## config.mk

```make
export PLATFORM = sky130hd
export DESIGN_NAME = cnt_sched
export DESIGN_NICKNAME = d
export VERILOG_FILES = /design/src/rtl/cnt_sched_pkg.sv /design/src/rtl/cnt_sched_cnt.sv /design/src/rtl/cnt_sched.sv
export SDC_FILE = /design/constraint.sdc
export NUM_CORES = 1
export LEC_CHECK = 0
export CORE_ASPECT_RATIO = 0.9
export CORE_MARGIN = 1.5
export CORE_UTILIZATION = 45
export CTS_CLUSTER_DIAMETER = 100
export CTS_CLUSTER_SIZE = 24
export DETAILED_ROUTE_END_ITERATION = 10
export GPL_TIMING_DRIVEN = 0
export PLACE_DENSITY = 0.81
export SLEW_MARGIN = 20
export SYNTH_ARGS = -nofsm -noshare
export SYNTH_HDL_FRONTEND = slang
export SYNTH_SLANG_ARGS = --single-unit
```

## constraint.sdc

```tcl
create_clock -name clk_i -period 2.6 [get_ports clk_i]
set_clock_uncertainty 0.1 [all_clocks]
set_input_delay 0.52 -clock clk_i [delete_from_list [all_inputs] [get_ports clk_i]]
set_output_delay 0.52 -clock clk_i [all_outputs]
set_load 0.1 [all_outputs]
```

## src/rtl/cnt_sched_pkg.sv

```systemverilog
// cnt_sched shared types: FSM states and the round-robin one-hot pick.
// Imported by the scheduler top and its counter.
package cnt_sched_pkg;

  typedef enum logic [1:0] {
    IDLE,
    RUN,
    DONE
  } state_e;

  localparam int MAX_N = 32;

  // First valid bit at or after ptr, wrapping below n; zero if none.
  function automatic logic [MAX_N-1:0] rr_pick(
    input logic [MAX_N-1:0] valid,
    input int               ptr,
    input int               n
  );
    int hi;
    int lo;
    logic has_hi;
    logic has_lo;
    hi = 0;
    lo = 0;
    has_hi = 1'b0;
    has_lo = 1'b0;
    for (int j = MAX_N - 1; j >= 0; j--) begin
      if (j < n && valid[j]) begin
        if (j >= ptr) begin
          hi = j;
          has_hi = 1'b1;
        end else begin
          lo = j;
          has_lo = 1'b1;
        end
      end
    end
    if (has_hi) begin
      return MAX_N'(1) << hi;
    end else if (has_lo) begin
      return MAX_N'(1) << lo;
    end
    return '0;
  endfunction

endpackage

```

## src/rtl/cnt_sched_cnt.sv

```systemverilog
// Threshold counter: counts while enabled, flags tc at thr and wraps.
// clr has priority over en.
module cnt_sched_cnt #(
  parameter int W = 16
) (
  input  logic         clk_i,
  input  logic         rst_ni,
  input  logic         en_i,
  input  logic         clr_i,
  input  logic [W-1:0] thr_i,
  output logic [W-1:0] cnt_o,
  output logic         tc_o
);

  logic [W-1:0] cnt_q;
  logic [W-1:0] cnt_d;

  always_comb begin
    tc_o  = en_i & (cnt_q == thr_i);
    cnt_d = cnt_q;
    if (clr_i) begin
      cnt_d = '0;
    end else if (en_i) begin
      cnt_d = tc_o ? '0 : cnt_q + 1'b1;
    end
  end

  always_ff @(posedge clk_i or negedge rst_ni) begin
    if (!rst_ni) begin
      cnt_q <= '0;
    end else begin
      cnt_q <= cnt_d;
    end
  end

  assign cnt_o = cnt_q;

endmodule

```

## src/rtl/cnt_sched.sv

```systemverilog
// Round-robin scheduler sharing one threshold counter among N requesters.
// Optional abort support under `CNT_SCHED_ABORT_EN.
module cnt_sched
  import cnt_sched_pkg::*;
#(
  parameter int N = 4,
  parameter int W = 16,
  localparam int IDW = $clog2(N)
) (
  input  logic             clk_i,
  input  logic             rst_ni,
  input  logic [N-1:0]     req_valid_i,
  output logic [N-1:0]     req_ready_o,
  input  logic [N*W-1:0]   req_dly_i,
  output logic [N-1:0]     done_o,
  output logic             busy_o,
  output logic [IDW-1:0]   cur_id_o,
  output logic [W-1:0]     elapsed_o
`ifdef CNT_SCHED_ABORT_EN
  ,
  input  logic             abort_i,
  output logic             aborted_o
`endif
);

  state_e state_q, state_d;
  logic [IDW-1:0] ptr_q, ptr_d;
  logic [IDW-1:0] cur_id_q, cur_id_d;
  logic [W-1:0] thr_q, thr_d;

  logic [MAX_N-1:0] gnt_full;
  logic [N-1:0] gnt;
  logic [IDW-1:0] win;
  logic any;

  logic cnt_en;
  logic cnt_clr;
  logic tc;
  logic [W-1:0] cnt_val;

`ifdef CNT_SCHED_ABORT_EN
  logic aborted_q, aborted_d;
`endif

  always_comb begin
    gnt_full = rr_pick(MAX_N'(req_valid_i), int'(ptr_q), N);
    gnt = gnt_full[N-1:0];
    any = |gnt_full;
    win = '0;
    for (int i = 0; i < N; i++) begin
      if (gnt[i]) begin
        win = IDW'(i);
      end
    end
  end

  always_comb begin
    state_d = state_q;
    ptr_d = ptr_q;
    cur_id_d = cur_id_q;
    thr_d = thr_q;
    cnt_en = 1'b0;
    cnt_clr = 1'b0;
    req_ready_o = '0;
    done_o = '0;
`ifdef CNT_SCHED_ABORT_EN
    aborted_d = 1'b0;
`endif
    unique case (state_q)
      IDLE: begin
        req_ready_o = gnt;
        if (any) begin
          thr_d = req_dly_i[win*W +: W];
          cur_id_d = win;
          cnt_clr = 1'b1;
          ptr_d = (win == IDW'(N - 1)) ? '0 : win + 1'b1;
          state_d = RUN;
        end
      end
      RUN: begin
        cnt_en = 1'b1;
`ifdef CNT_SCHED_ABORT_EN
        // Abort beats a coincident tc.
        if (abort_i) begin
          cnt_clr = 1'b1;
          aborted_d = 1'b1;
          state_d = IDLE;
        end else if (tc) begin
          state_d = DONE;
        end
`else
        if (tc) begin
          state_d = DONE;
        end
`endif
      end
      DONE: begin
        done_o[cur_id_q] = 1'b1;
        state_d = IDLE;
      end
      default: begin
        state_d = IDLE;
      end
    endcase
  end

  always_ff @(posedge clk_i or negedge rst_ni) begin
    if (!rst_ni) begin
      state_q <= IDLE;
      ptr_q <= '0;
      cur_id_q <= '0;
      thr_q <= '0;
    end else begin
      state_q <= state_d;
      ptr_q <= ptr_d;
      cur_id_q <= cur_id_d;
      thr_q <= thr_d;
    end
  end

`ifdef CNT_SCHED_ABORT_EN
  always_ff @(posedge clk_i or negedge rst_ni) begin
    if (!rst_ni) begin
      aborted_q <= 1'b0;
    end else begin
      aborted_q <= aborted_d;
    end
  end

  assign aborted_o = aborted_q;
`endif

  cnt_sched_cnt #(
    .W(W)
  ) u_cnt (
    .clk_i (clk_i),
    .rst_ni(rst_ni),
    .en_i  (cnt_en),
    .clr_i (cnt_clr),
    .thr_i (thr_q),
    .cnt_o (cnt_val),
    .tc_o  (tc)
  );

  assign busy_o = (state_q != IDLE);
  assign cur_id_o = cur_id_q;
  assign elapsed_o = cnt_val;

endmodule

```

==> results of run 1 <==
[synth_stat cells, types with 2 or more instances]
library cell | instances | area (µm²)
o31ai_1 | 2 | 15.01
a31oi_1 | 6 | 37.54
and3_1 | 4 | 25.02
xor2_1 | 16 | 140.1
o211ai_1 | 6 | 45.04
buf_2 | 8 | 40.04
a21oi_1 | 3 | 15.01
dfrtp_1 | 38 | 950.9
nor4_1 | 4 | 25.02
o221ai_1 | 9 | 78.83
o221ai_2 | 7 | 105.1
nor2_1 | 11 | 41.29
o2111ai_1 | 2 | 17.52
nand4_1 | 8 | 50.05
ha_1 | 2 | 25.02
nand2b_1 | 2 | 12.51
nand3_1 | 11 | 55.05
a32o_1 | 2 | 20.02
mux2i_1 | 36 | 360.4
buf_4 | 3 | 22.52
buf_6 | 3 | 33.78
nand2_1 | 40 | 150.1
nor4bb_1 | 2 | 20.02
clkbuf_1 | 4 | 15.01
or3_1 | 3 | 18.77
nor4b_1 | 2 | 17.52
nor3_1 | 3 | 15.01
o21ai_0 | 8 | 40.04
inv_1 | 8 | 30.03
[final timing paths]
| path | start | to | slack (ns) | cells after the start |
|---|---|---|---|---|
| min | rst_ni | u_cnt.cnt_o[5] | 0.007 | 1 |
| min reg2reg | thr_q[5] | thr_q[5] | 0.42 | 2 |
| max reg2reg | ptr_q[1] | thr_q[5] | 0.38 | 8 |
| min in group clk_i | thr_q[5] | thr_q[5] | 0.42 | 2 |
| max | req_valid_i[2] | req_ready_o[2] | 0.05 | 7 |
| max in group asynchronous | rst_ni | ptr_q[1] | 1.93 | 2 |
[logic make-up after synthesis]
kind of cell	count (synthesis)
adders and majority gates	2
AOI/OAI and AO/OA	50
xor gates and xnor gates	16
buffers and inverters	27
muxes	37
DFF	38
and+or+nand+nor	99
[routing by layer]
layer,up-vias,GRT usage (%)
met5,-,0
met4,0,8.704
met3,12,6.667
met2,137,43.72
met1,1224,36.29
li1,1217,-
[stage by stage]
stage	instances	setup TNS, ns	hold WS, ns
after floorplan	269	-0.6018	0.1244
after global placement	432	-5.162	0.3995
after detailed placement	433	-5.087	0.3380
after CTS	447	-0.005149	0.01034
after global routing	447	0	0.01661
final	447	0	0.007069
[registers in the layout, indices dropped and copies added, names as in the netlist]
register / count
cur_id_o: 2
ptr_q: 2
state_q: 2
thr_q: 16
u_cnt.cnt_o: 16
[power by group]
group / switching (mW) / internal (mW) / leakage, nW
Sequential: 0.240 / 0.795 / 0.479
Clock: 0.225 / 0.213 / 0.0472
Combinational: 1.16 / 0.741 / 1.30
Total: 1.63 / 1.75 / 1.82
[layout make-up]
class,instances,area [µm²]
Buffer,17,121.4
Clock buffer,6,82.58
Clock inverter,2,12.51
Fill cell,434,1465
Inverter,8,30.03
Multi-Input combinational cell,204,1538
Sequential cell,38,954.7
Tap cell,67,83.83
Timing Repair Buffer,105,1092
[timing repair]
item                                   CTS  global route
endpoints found under the hold margin    0             0
pin swaps                                3             0
setup endpoints to repair               12            13
resized for setup                       66            13
buffers inserted                         8             0
[placed cells by master (no fill, tap or decap), types with 6 or more instances in the layout]
master / instances
a31oi_1: 6
o211ai_1: 6
dlygate4sd2_1: 7
nand4_1: 8
buf_2: 9
buf_12: 7
xor2_1: 16
dfrtp_1: 35
nand3_1: 11
clkbuf_8: 6
buf_4: 10
clkdlybuf4s50_1: 69
dlymetal6s2s_1: 10
o21ai_0: 8
o221ai_1: 9
nor2_1: 6
o221ai_2: 7
mux2i_1: 36
inv_1: 8
nand2_1: 39
==> metrics.yaml, run 1 <==
finish:
  drive_gt1_share_pct: 17.37
  area.growth.synth_to_final_pct: 52.49
  final_nets: 451
  diodes: 0
  final_core_util_pct: 72.77
  post-route-cell-area_mm2: 0.003915
floorplan:
  fp.dieW_um: 82.62
  core-area_mm2: 0.005380
  design.die.area_mm2: 0.006168
  initial_utilization_pct: 47.72
  io_pins: 97
  row_count: 25
  dieHeight_um: 74.66
worst_setup_path:
  cpMaxStageDelayCell: "or4_4"
  critPathRequiredTime_ns: 1.98
  buffers_and_inverters_on_the_worst_path: 3
  critical_path.endpoint_type: "output port"
  setup.worst_path.start_class: "primary input"
  timing_worst_setup_path_type: "in2out"
  critical_path.max_fanout: 6
  critPathMostFrequentCell: "buf_12"
  timing.critical_path.cells: "dlygate4sd2_1 -> or4_4 -> nand2_4 -> or2_4 -> buf_12 -> nor2_2 -> buf_12"
  slowest_cell_delay_on_critical_path_ns: 0.56
  worst_path_dominant_cell_family: "simple AND/OR/NAND/NOR gates"
  worstPathArrival_ns: 1.93
clock_network:
  cts_max_level: 2
  ctsHoldBuffers: 0
  cts.reportedPaths.clkPinSlew_ns: 0.08
  worst_skew_pair.late_latency_ns: 0.30
  numCtsBuffers: 5
  cts_root_buffer: "clkbuf_8"
  cts_num_sinks: 38
  cts_tree: "done"
  clk_path_buf_depth: 2
logic_synthesis:
  seq_area_frac_synth_pct: 37.04
  ys.flop_type: "dfrtp_1"
  synth.net_count: 341
  synth_warn: 0
  synth.mux.area_fraction_pct: 14.47
  synthesized_area_per_cell_um2: 9.544
  number_of_different_library_cells_in_the_post_synthesis_netlist: 45
  synth_compound_area_share_pct: 16.57
  synth_async_sr_flop_share_pct: 100.0
  postSynthRegisterBits: 38
  synth_top_family_by_area: "simple AND/OR/NAND/NOR gates"
  netlist_instances: 269
  yosys.area_share.adder_pct: 0.9747
  yosys.area_share.simple_pct: 19.40
  netlist_area_mm2: 0.002567
  synth_xor_xnor_area_share_pct: 5.458
  post_synth_edffs: 0
timing:
  max_slew.worst_pin.slew_ns: 0.9945
  finalHoldViolations: 0
  setup_repair_after_global_routing_missed_its_margin: "no"
  final_min_period_over_clock_period_pct: 97.92
  maxClockFrequency_mhz: 392.8
  period_needed_ns: 2.546
  finalWorstSetupSlack_ns: 0.05411
  final_count_of_pins_violating_max_slew: 0
  maxSlewHeadroom_pct: 33.59
  setup_viol: 0
placement:
  dpl-instance-area_mm2: 0.003685
  gp_congestion: 0.8543
  numPortBuffers: 96
  place.detailed.hpwl_um: 5641
  pre_cts_slack_ns: -1.238
routing:
  routed-via-count: 2590
  wl_met3_um: 644
  avgRoutedWirePerCell_um: 17.11
  routed_via_density: 5.794
  highest_layer: "met4"
  initialDrtViolationCount: 204
  ant_nets: 0
  met1Wirelength_um: 3216
  post-route-drc-count: 0
  met2_routed_wl_um: 3679
  count_of_tritonroute_iterations_in_the_first_routing_pass: 6
  postRouteWirelength_um: 7650
run:
  maxCapViolations: 0
run_status:
  status: "completed"
pwr:
  total_power_mw: 3.378
  power-per-cell-area_mw_per_mm2: 862.8
  vdd.ir_drop.worst_mv: 0.6482
  power.leakage_nw: 1.823
global_route:
  pin_count_of_the_biggest_net_entering_global_routing: 27
  grt_use_total_pct: 27.20
  global_route_total_overflow: 0
  first_pass_grt_wire_length_um: 12430
  vias_in_the_first_global_route: 2558
  number_of_antenna_violations_at_the_first_check_in_global_routing: 0
worst_hold_path:
  hp-class: "in2async"
Note: power is estimated with default switching activity, not from simulation.
==> run 2, diff against run 1 <==
==> constraint.sdc (replaced) <==
create_clock -name clk_i -period 2.6 [get_ports clk_i]
set_clock_uncertainty 0.1 [all_clocks]
set_input_delay 0.78 -clock clk_i [delete_from_list [all_inputs] [get_ports clk_i]]
set_output_delay 0.78 -clock clk_i [all_outputs]
set_load 0.1 [all_outputs]
==> run 2 against run 1 <==
The flow now finishes with violations (setup timing). Final cell count grew 2.2%. Via count up 1.8%. Design area is 1.1% higher. Wire length is 3.5% higher. Die area unchanged. Non-clock buffer count up 10. Clock power shrank 3%. Maximum frequency decreased by 12%. Critical path type unchanged. Critical endpoint unchanged. Largest power group unchanged. Highest routed layer unchanged.
==> metrics.yaml, run 2 (synthesized netlist as in run 1, its figures left out) <==
run_status:
  status: "complete, but fails checks"
  violations: "setup timing"
clock_network:
  cts_tree: "done"
  worst_skew_pair.late_latency_ns: 0.30
  cts_root_buffer: "clkbuf_8"
  cts_num_sinks: 38
  cts_max_level: 2
  cts.reportedPaths.clkPinSlew_ns: 0.08
  numCtsBuffers: 5
  clk_path_buf_depth: 2
  ctsHoldBuffers: 0
global_route:
  global_route_total_overflow: 0
  vias_in_the_first_global_route: 2626
  first_pass_grt_wire_length_um: 12550
  pin_count_of_the_biggest_net_entering_global_routing: 24
  grt_use_total_pct: 27.24
  number_of_antenna_violations_at_the_first_check_in_global_routing: 0
placement:
  numPortBuffers: 96
  gp_congestion: 0.8806
  place.detailed.hpwl_um: 5624
floorplan:
  row_count: 25
  design.die.area_mm2: 0.006168
  dieHeight_um: 74.66
  core-area_mm2: 0.005380
  initial_utilization_pct: 47.72
  io_pins: 97
  fp.dieW_um: 82.62
timing:
  final_min_period_over_clock_period_pct: 111.1
  maxSlewHeadroom_pct: 34.44
  setup_repair_after_global_routing_missed_its_margin: "yes"
  final_count_of_pins_violating_max_slew: 0
  maxClockFrequency_mhz: 346.1
  max_slew.worst_pin.slew_ns: 0.9874
  fin_setup_tns_ns: -0.9283
  finalHoldViolations: 0
  finalWorstSetupSlack_ns: -0.2891
  period_needed_ns: 2.889
  setup_viol: 4
worst_setup_path:
  critical_path.max_fanout: 5
  setup.worst_path.start_class: "primary input"
  critPathRequiredTime_ns: 1.72
  cpMaxStageDelayCell: "or4_4"
  r2r_end: "thr_q[9]"
  worstSetupEndpoint: "req_ready_o[2]"
  timing_worst_setup_path_type: "in2out"
  slowest_cell_delay_on_critical_path_ns: 0.56
  critical_path.endpoint_type: "output port"
  ff2ff_path_depth: 8
  worstPathArrival_ns: 2.01
  r2r_slack_ns: 0.40
  critPathLaunch: "req_valid_i[1]"
  launch_instance_of_the_worst_register_to_register_path: "ptr_q[1]"
  timing.critical_path.cells: "buf_8 -> or4_4 -> nand2_4 -> or2_1 -> buf_6 -> nor2_4 -> buf_12"
finish:
  area.growth.synth_to_final_pct: 54.14
  diodes: 0
  layout_common_cells: "clkdlybuf4s50_1, nand2_1, mux2i_1, dfrtp_1, buf_4"
  final_nets: 461
  fillers: 397
  drive_gt1_share_pct: 21.79
  most_common_cell_after_layout_fill_and_taps_aside: "clkdlybuf4s50_1"
routing:
  avgRoutedWirePerCell_um: 17.33
  initialDrtViolationCount: 255
  post-route-drc-count: 0
  routed-via-count: 2636
  routed_via_density: 5.768
  count_of_tritonroute_iterations_in_the_first_routing_pass: 5
  postRouteWirelength_um: 7921
  ant_nets: 0
pwr:
  power.leakage_nw: 1.770
  p_clk_share_pct: 12.5
  total_power_mw: 3.403
  power_report.internal_total_mw: 1.760
  vdd.ir_drop.worst_mv: 0.5694
  total_switching_power_mw: 1.643
  power-per-cell-area_mw_per_mm2: 859.8
  seq_power_share_pct: 30.8
  combPwrFrac_pct: 56.6
  sw_frac_of_total_pct: 48.27
worst_hold_path:
  hp-class: "in2async"
run:
  maxCapViolations: 0
[run 2: cell count changes in the layout (fill, tap and decap cells not counted), sizes merged]
cell	previous run	this run
clkinvlp	1	0
dlygate4sd2	7	13
clkdlybuf4s15	4	3
buf	27	45
clkbuf	11	13
dlymetal6s2s	10	0
clkdlybuf4s50	69	64
clkdlybuf4s18	0	1
[run 2: metal layers]
layer / track usage (%) / up-vias / wire [µm]
li1: - / 1234 / -
met1: 34.55 / 1237 / 3179
met2: 46.52 / 145 / 3942
met3: 5.939 / 20 / 660
met4: 8.519 / 0 / 139
met5: 0 / - / 0
[run 2: through the flow]
stage	hold WS, ns	instance area, µm²	setup slack (ns)	utilization [%]	cells
global placement	0.3954	3705	-1.756	68.86	432
global route	0.3297	3958	-0.3289	73.56	457
detailed placement	0.3999	3727	-1.775	69.28	433
CTS	0.3241	3904	-0.3107	72.56	450
finish	0.3040	3958	-0.2891	73.56	457
floorplan	0.3754	2660	-0.3139	-	269
[run 2: worst max-delay path, delay by kind of cell]
kind,cells,cell delay (ns)
AND/OR/NAND/NOR,4,0.82
buffers and inverters,3,0.39
[run 2: power by group through the flow]
| stage | Clock (mW) | Combinational [mW] | Sequential (mW) |
|---|---|---|---|
| 6_report | 0.427 | 1.93 | 1.05 |
| 5_1_grt | 0.452 | 2.06 | 1.07 |
| 4_1_cts | 0.429 | 1.89 | 1.03 |
| 3_5_place_dp | 0 | 1.85 | 1.04 |
| 3_3_place_gp | 0 | 1.81 | 1.04 |
| 2_1_floorplan | 0 | 0.981 | 1.41 |
[run 2: area by class of cell]
cell class	instances	area, µm²	share of cell area [%]
Tap cell	67	83.83	2.118
Timing Repair Buffer	115	1112	28.11
Inverter	8	32.53	0.8220
Buffer	17	121.4	3.067
Clock buffer	7	86.33	2.181
Multi-Input combinational cell	204	1556	39.33
Sequential cell	38	959.7	24.25
Clock inverter	1	5.005	0.1265
[run 2: worst min-delay path by stage]
stage                     startpoint          to  slack, ns  cells past startpoint
after global placement     thr_q[11]   thr_q[11]       0.40                      2
final                         rst_ni  state_q[0]       0.30                      1
after detailed placement   thr_q[11]   thr_q[11]       0.40                      2
after global routing          rst_ni  state_q[0]       0.33                      1
after CTS                     rst_ni  state_q[0]       0.32                      1
after floorplan               rst_ni    ptr_q[0]       0.38                      0
[run 2: timing repair]
item	CTS	global route
endpoints found under the setup margin	27	11
buffers inserted	10	8
gates resized for setup	104	17
pin swaps	6	8
